[src/rtl/mac_kernel_sched_pkg.sv]
// Shared types and constants for the mac kernel scheduler.
// Holds the FSM state encoding and default sizing values.
package mac_kernel_sched_pkg;

  typedef enum logic [2:0] {
    IDLE,
    START,
    WAIT_DONE,
    DONE,
    ABORT
  } sched_state_t;

  localparam int DEF_TIMEOUT = 1024;
  localparam int DEF_LAT_W = 16;

  // Saturation value of the default-width latency counter
  localparam logic [DEF_LAT_W-1:0] LAT_SAT = '1;

endpackage

[src/rtl/rr_arbiter.sv]
// Combinational round-robin pick: first set request strictly
// after last_grant, wrapping; the pointer lives in the caller.
module rr_arbiter #(
  parameter int N = 4
) (
  input  logic [N-1:0]         req,
  input  logic [$clog2(N)-1:0] last_grant,
  output logic [$clog2(N)-1:0] grant_idx,
  output logic                 grant_valid
);

  localparam int W = $clog2(N);

  always_comb begin
    int s;
    s = 0;
    grant_idx = '0;
    grant_valid = 1'b0;
    // Walk from farthest to nearest so the nearest hit wins
    for (int k = N; k >= 1; k--) begin
      s = int'(last_grant) + k;
      if (s >= N) s = s - N;
      if (req[s[W-1:0]]) begin
        grant_idx = s[W-1:0];
        grant_valid = 1'b1;
      end
    end
  end

endmodule

[src/rtl/mac_kernel_scheduler.sv]
// Shares one ap_ctrl_chain mac kernel between NUM_REQ requesters.
// MAC_KERNEL_SCHED_PERF_EN enables the latency counters.
module mac_kernel_scheduler
  import mac_kernel_sched_pkg::*;
#(
  parameter int NUM_REQ = 4,
  parameter int TIMEOUT = DEF_TIMEOUT,
  parameter int LAT_W   = DEF_LAT_W
) (
  input  logic                       clock,
  input  logic                       reset,
  input  logic [NUM_REQ-1:0]         req,
  output logic [NUM_REQ-1:0]         req_done,
  output logic                       req_err,
  output logic [$clog2(NUM_REQ)-1:0] sel,
  output logic                       ap_start,
  input  logic                       ap_ready,
  input  logic                       ap_done,
  output logic                       ap_continue,
  output logic                       busy,
  output logic                       timeout_err,
  output logic [LAT_W-1:0]           last_latency,
  output logic [LAT_W-1:0]           max_latency
);

  localparam int SW  = $clog2(NUM_REQ);
  localparam int WDW = $clog2(TIMEOUT + 1);

  sched_state_t r_state;
  sched_state_t w_next;

  logic [SW-1:0]  r_sel;
  logic [SW-1:0]  r_last_grant;
  logic [SW-1:0]  w_gidx;
  logic           w_gvalid;
  logic [WDW-1:0] r_wd;
  logic           w_tmo;
  logic           w_fin;
  logic           w_run;
  logic           r_busy;
  logic           r_tmo_err;

  rr_arbiter #(.N(NUM_REQ)) u_arb (
    .req         (req),
    .last_grant  (r_last_grant),
    .grant_idx   (w_gidx),
    .grant_valid (w_gvalid)
  );

  assign w_run = (r_state == START) ||
                 (r_state == WAIT_DONE);
  assign w_tmo = (r_wd >= WDW'(TIMEOUT - 1));

  always_comb begin
    w_next = r_state;
    unique case (r_state)
      IDLE: begin
        if (w_gvalid) w_next = START;
      end
      START: begin
        if (ap_ready && ap_done) w_next = DONE;
        else if (w_tmo && !ap_done) w_next = ABORT;
        else if (ap_ready) w_next = WAIT_DONE;
      end
      WAIT_DONE: begin
        // A done on the timeout cycle still completes cleanly
        if (ap_done) w_next = DONE;
        else if (w_tmo) w_next = ABORT;
      end
      DONE:    w_next = IDLE;
      ABORT:   w_next = IDLE;
      default: w_next = IDLE;
    endcase
  end

  always_ff @(posedge clock) begin
    if (reset) begin
      r_state      <= IDLE;
      r_sel        <= '0;
      r_last_grant <= SW'(NUM_REQ - 1);
      r_wd         <= '0;
      r_busy       <= 1'b0;
      r_tmo_err    <= 1'b0;
    end else begin
      r_state <= w_next;
      r_busy  <= (w_next != IDLE);
      if (r_state == IDLE && w_gvalid) begin
        r_sel        <= w_gidx;
        r_last_grant <= w_gidx;
      end
      if (!w_run) r_wd <= '0;
      else if (r_wd != WDW'(TIMEOUT))
        r_wd <= r_wd + WDW'(1);
      if (w_next == ABORT) r_tmo_err <= 1'b1;
    end
  end

  always_comb begin
    w_fin       = (r_state == DONE) ||
                  (r_state == ABORT);
    ap_start    = (r_state == START);
    ap_continue = w_fin;
    req_err     = (r_state == ABORT);
    req_done    = '0;
    if (w_fin) req_done = NUM_REQ'(1) << r_sel;
  end

  assign sel         = r_sel;
  assign busy        = r_busy;
  assign timeout_err = r_tmo_err;

`ifdef MAC_KERNEL_SCHED_PERF_EN
  logic [LAT_W-1:0] r_lat;
  logic [LAT_W-1:0] r_last_lat;
  logic [LAT_W-1:0] r_max_lat;

  always_ff @(posedge clock) begin
    if (reset) begin
      r_lat      <= '0;
      r_last_lat <= '0;
      r_max_lat  <= '0;
    end else begin
      if (!w_run) r_lat <= '0;
      else if (r_lat != {LAT_W{1'b1}})
        r_lat <= r_lat + LAT_W'(1);
      if (r_state == DONE) begin
        r_last_lat <= r_lat;
        if (r_lat > r_max_lat) r_max_lat <= r_lat;
      end
    end
  end

  assign last_latency = r_last_lat;
  assign max_latency  = r_max_lat;
`else
  assign last_latency = '0;
  assign max_latency  = '0;
`endif

endmodule

[config.mk]
export PLATFORM = sky130hd
export DESIGN_NAME = mac_kernel_scheduler
export DESIGN_NICKNAME = d
export VERILOG_FILES = /design/src/rtl/mac_kernel_sched_pkg.sv /design/src/rtl/rr_arbiter.sv /design/src/rtl/mac_kernel_scheduler.sv
export SDC_FILE = /design/constraint.sdc
export NUM_CORES = 1
export LEC_CHECK = 0
export CORE_MARGIN = 8
export CORE_UTILIZATION = 30
export DETAILED_ROUTE_END_ITERATION = 10
export PLACE_DENSITY = 0.69
export SYNTH_ARGS = -nofsm -noshare
export SYNTH_HDL_FRONTEND = slang
export SYNTH_SLANG_ARGS = --single-unit
export TNS_END_PERCENT = 5
[constraint.sdc]
create_clock -name clock -period 2.9 [get_ports clock]
set_input_delay 0.435 -clock clock [delete_from_list [all_inputs] [get_ports clock]]
set_output_delay 0.435 -clock clock [all_outputs]
set_load 0.005 [all_outputs]
==> key figures <==
Die
  • DIE WIDTH: 81.9 um
  • Core ar.: 4260 um^2
  • Die area: 6710 um^2
  • I/O pin cnt: 51
  • Starting Density: 30.5%
  • Floorplan row count: 24
  • Die Ht: 81.9 um

Synth
  • Cells after Synth: 157
  • Simple-gate share of the synthesized area: 22.4%
  • Post-synthesis mux area share: 0.768%
  • Synth warnings: 0
  • Post-synthesis compound-gate area fraction: 15.1%
  • Synth Area per Inst: 8.30 um^2
  • Adder-Cell Fraction of Synth Area: 1.92%
  • Cell Area, Synth: 1300 um^2
  • Main combinational cell family by area after synthesis: buffers and inverters
  • Register area share after synthesis: 30.7%
  • Synth unique cells: 43
  • Synth Register Bits: 20
  • Xor/xnor cell area share of the yosys netlist: 5.38%

Setup path
  • R2R setup slack: 1.28 ns
  • CP startpoint: r_state[2]
  • WP data required: 2.47 ns
  • Cell depth of the worst flop-to-flop path: 4
  • WP data arrival: 1.90 ns
  • Critical path type: flip-flop to primary output
  • Crit-path max FO: 9
  • CP Launch Type: flip-flop
  • Endpoint type of the worst setup path: primary output
  • Worst reg2reg startpoint: r_state[0]

Route
  • DRC viols: 0
  • DR WL/cell: 11.3 um
  • Final ANT Viol Nets: 0
  • 1st-pass router iterations: 4
  • Via Count: 1002
  • Final wirelength: 2.56 mm
  • DRT iter0 DRCs: 77
  • DR vias/cell: 4.43

Finish
  • Layout Area Growth over Synthesis: 11.1%
  • Post-Layout Cell Count: 226
  • Layout Utilization: 33.9%
  • Most common cell after layout, fill and taps aside: conb_1
  • Layout cells sized above 1: 4.02%
  • Ant. Diodes: 0
  • Most frequent cells in the layout: conb_1 (32), dfxtp_1 (20), clkdlybuf4s50_1 (18)
  • Filler cells: 430
  • # nets final: 185

GRT
  • Met1 Use GR: 8.87%
  • Vias in the first global route: 941
  • Largest net degree at the start of global routing: 14
  • Met3 Use GR: 1.53%
  • Initial antenna violation count: 0
  • Met2 GRT Util: 12.2%
  • GR Overflow Total: 0
  • GRT busiest layer: met2
  • First-pass GRT wire length: 4.07 mm
  • GRT Overall Usage: 7.58%

Min path
  • Hold Crit Class: flip-flop to flip-flop
  • HP Start: timeout_err
  • Hold Path Depth: 1

Clock tree
  • Num CTS Buffers: 3
  • Setup Buffers After CTS: 0
  • Post-CTS Resized: 0
  • Clk_lat worst skew: 0.26 ns
  • CTS tree: yes
  • # H-tree levels: 1
  • Clk sinks: 20
  • Clock Path Buffers: 2
  • Clk root buf: clkbuf_8
  • Clk slew on worst S/H paths: 0.07 ns
  • Post-CTS Hold Buffers: 0

Placed design
  • PortBufs: 18
  • GP Congestion: 0.814
  • DP HPWL: 2.00 mm
  • Dpl cells: 222

Timing
  • Max Freq: 0.429 GHz
  • Period utilization: 80.4%
  • Pins over their slew limit: 0
  • Setup TNS: 0 ns
  • Final Setup Violations: 0
  • Endpoints failing hold: 0
  • Shortest period the worst path allows: 2.33 ns
  • Unrepaired setup endpoints after global routing: no
  • Worst Hold Margin: 0.488 ns
  • Slew HR: 66.2%
  • Worst Skew: 0.00408 ns
  • Least-Margin Pin Slew: 0.502 ns

Power
  • Lkg Pwr: 0.593 nW
  • Pwr per Cell Area: 454 nW/um^2
  • Max VDD drop: 0.159 mV

Run status
  • Status: completed

Job
  • Max-cap violations: 0
==> sequential cells by signal (all words and copies together), names as in the netlist <==
register	flops
busy	1
r_last_grant	2
r_state	3
r_wd	11
sel	2
timeout_err	1
==> critical path, cell delays in order (launching register included) <==
cell             delay [ns]
dfxtp_1                0.48
nor3b_1                0.29
nor2_1                 0.12
inv_1                  0.10
and3_1                 0.15
clkdlybuf4s50_1        0.50
==> per-layer routing <==
metal | routed length, um | share of wire [%]
met1 | 1110 | 43
met2 | 1240 | 49
met3 | 141 | 5.5
met4 | 69 | 2.7
met5 | 0 | 0
==> synth_stat cells, drive strengths merged <==
master / count / area [um^2]
nand2: 9 / 33.8
nand2b: 4 / 25.0
a21o: 1 / 7.51
xor2: 5 / 43.8
nor2b: 1 / 6.26
buf: 36 / 272
a21boi: 1 / 7.51
conb: 1 / 3.75
a2111oi: 1 / 8.76
o41ai: 1 / 16.3
o22a: 1 / 8.76
nor2: 14 / 52.6
nor4: 3 / 18.8
nor3b: 3 / 22.5
and3: 2 / 12.5
nand3b: 2 / 15.0
xnor2: 3 / 26.3
nor4b: 1 / 8.76
a21oi: 5 / 28.8
or4: 1 / 11.3
a31o: 1 / 8.76
o221ai: 2 / 17.5
a211oi: 2 / 15.0
and4: 1 / 8.76
or3: 4 / 25.0
nor3: 4 / 20.0
a221o: 1 / 10.0
o211ai: 1 / 7.51
nand4: 2 / 12.5
o21ai: 5 / 25.0
nand3: 2 / 10.0
ha: 2 / 25.0
nand4b: 1 / 8.76
o2bb2ai: 1 / 8.76
o21a: 1 / 7.51
mux2i: 1 / 10.0
inv: 9 / 33.8
a21bo: 1 / 10.0
dfxtp: 20 / 400
a311oi: 1 / 8.76
==> cell type report <==
| type | count | area [um^2] | area share (%) |
|---|---|---|---|
| Inverter | 9 | 33.8 | 2.33 |
| Sequential cell | 20 | 400 | 27.7 |
| Timing Repair Buffer | 18 | 180 | 12.4 |
| Clock buffer | 4 | 55.1 | 3.80 |
| Multi-Input combinational cell | 123 | 713 | 49.3 |
| Tap cell | 52 | 65.1 | 4.49 |
==> path summary, 6_finish.rpt <==
kind	to
max reg2reg	r_wd[2]
max	req_done[3]
min	timeout_err
min reg2reg	timeout_err
==> report_power, final <==
| group | leakage [nW] | internal (mW) | switching, mW | total (mW) |
|---|---|---|---|---|
| registers | 0.163 | 0.292 | 0.0233 | 0.315 |
| logic | 0.401 | 0.0628 | 0.0640 | 0.127 |
| clock network | 0.0288 | 0.121 | 0.0934 | 0.214 |
| total | 0.593 | 0.476 | 0.181 | 0.657 |
==> stage by stage <==
stage | setup WS (ns) | area [um^2] | total power, mW
6_report | 0.569 | 1450 | 0.657
4_1_cts | 0.536 | 1450 | 0.666
3_3_place_gp | 0.859 | 1390 | 0.444
3_5_place_dp | 0.832 | 1390 | 0.446
5_1_grt | 0.329 | 1450 | 0.700
2_1_floorplan | 1.37 | 1420 | 0.432
==> cells by family after synthesis <==
| family | after synthesis |
|---|---|
| AO/OA/AOI/OAI | 26 |
| XOR/XNOR | 8 |
| adder cells (fa/ha/maj) | 2 |
| buffers and inverters | 45 |
| other | 1 |
| flip-flops | 20 |
| AND/OR/NAND/NOR | 54 |
| multiplexers | 1 |
Note: power is estimated with default switching activity, not from simulation.
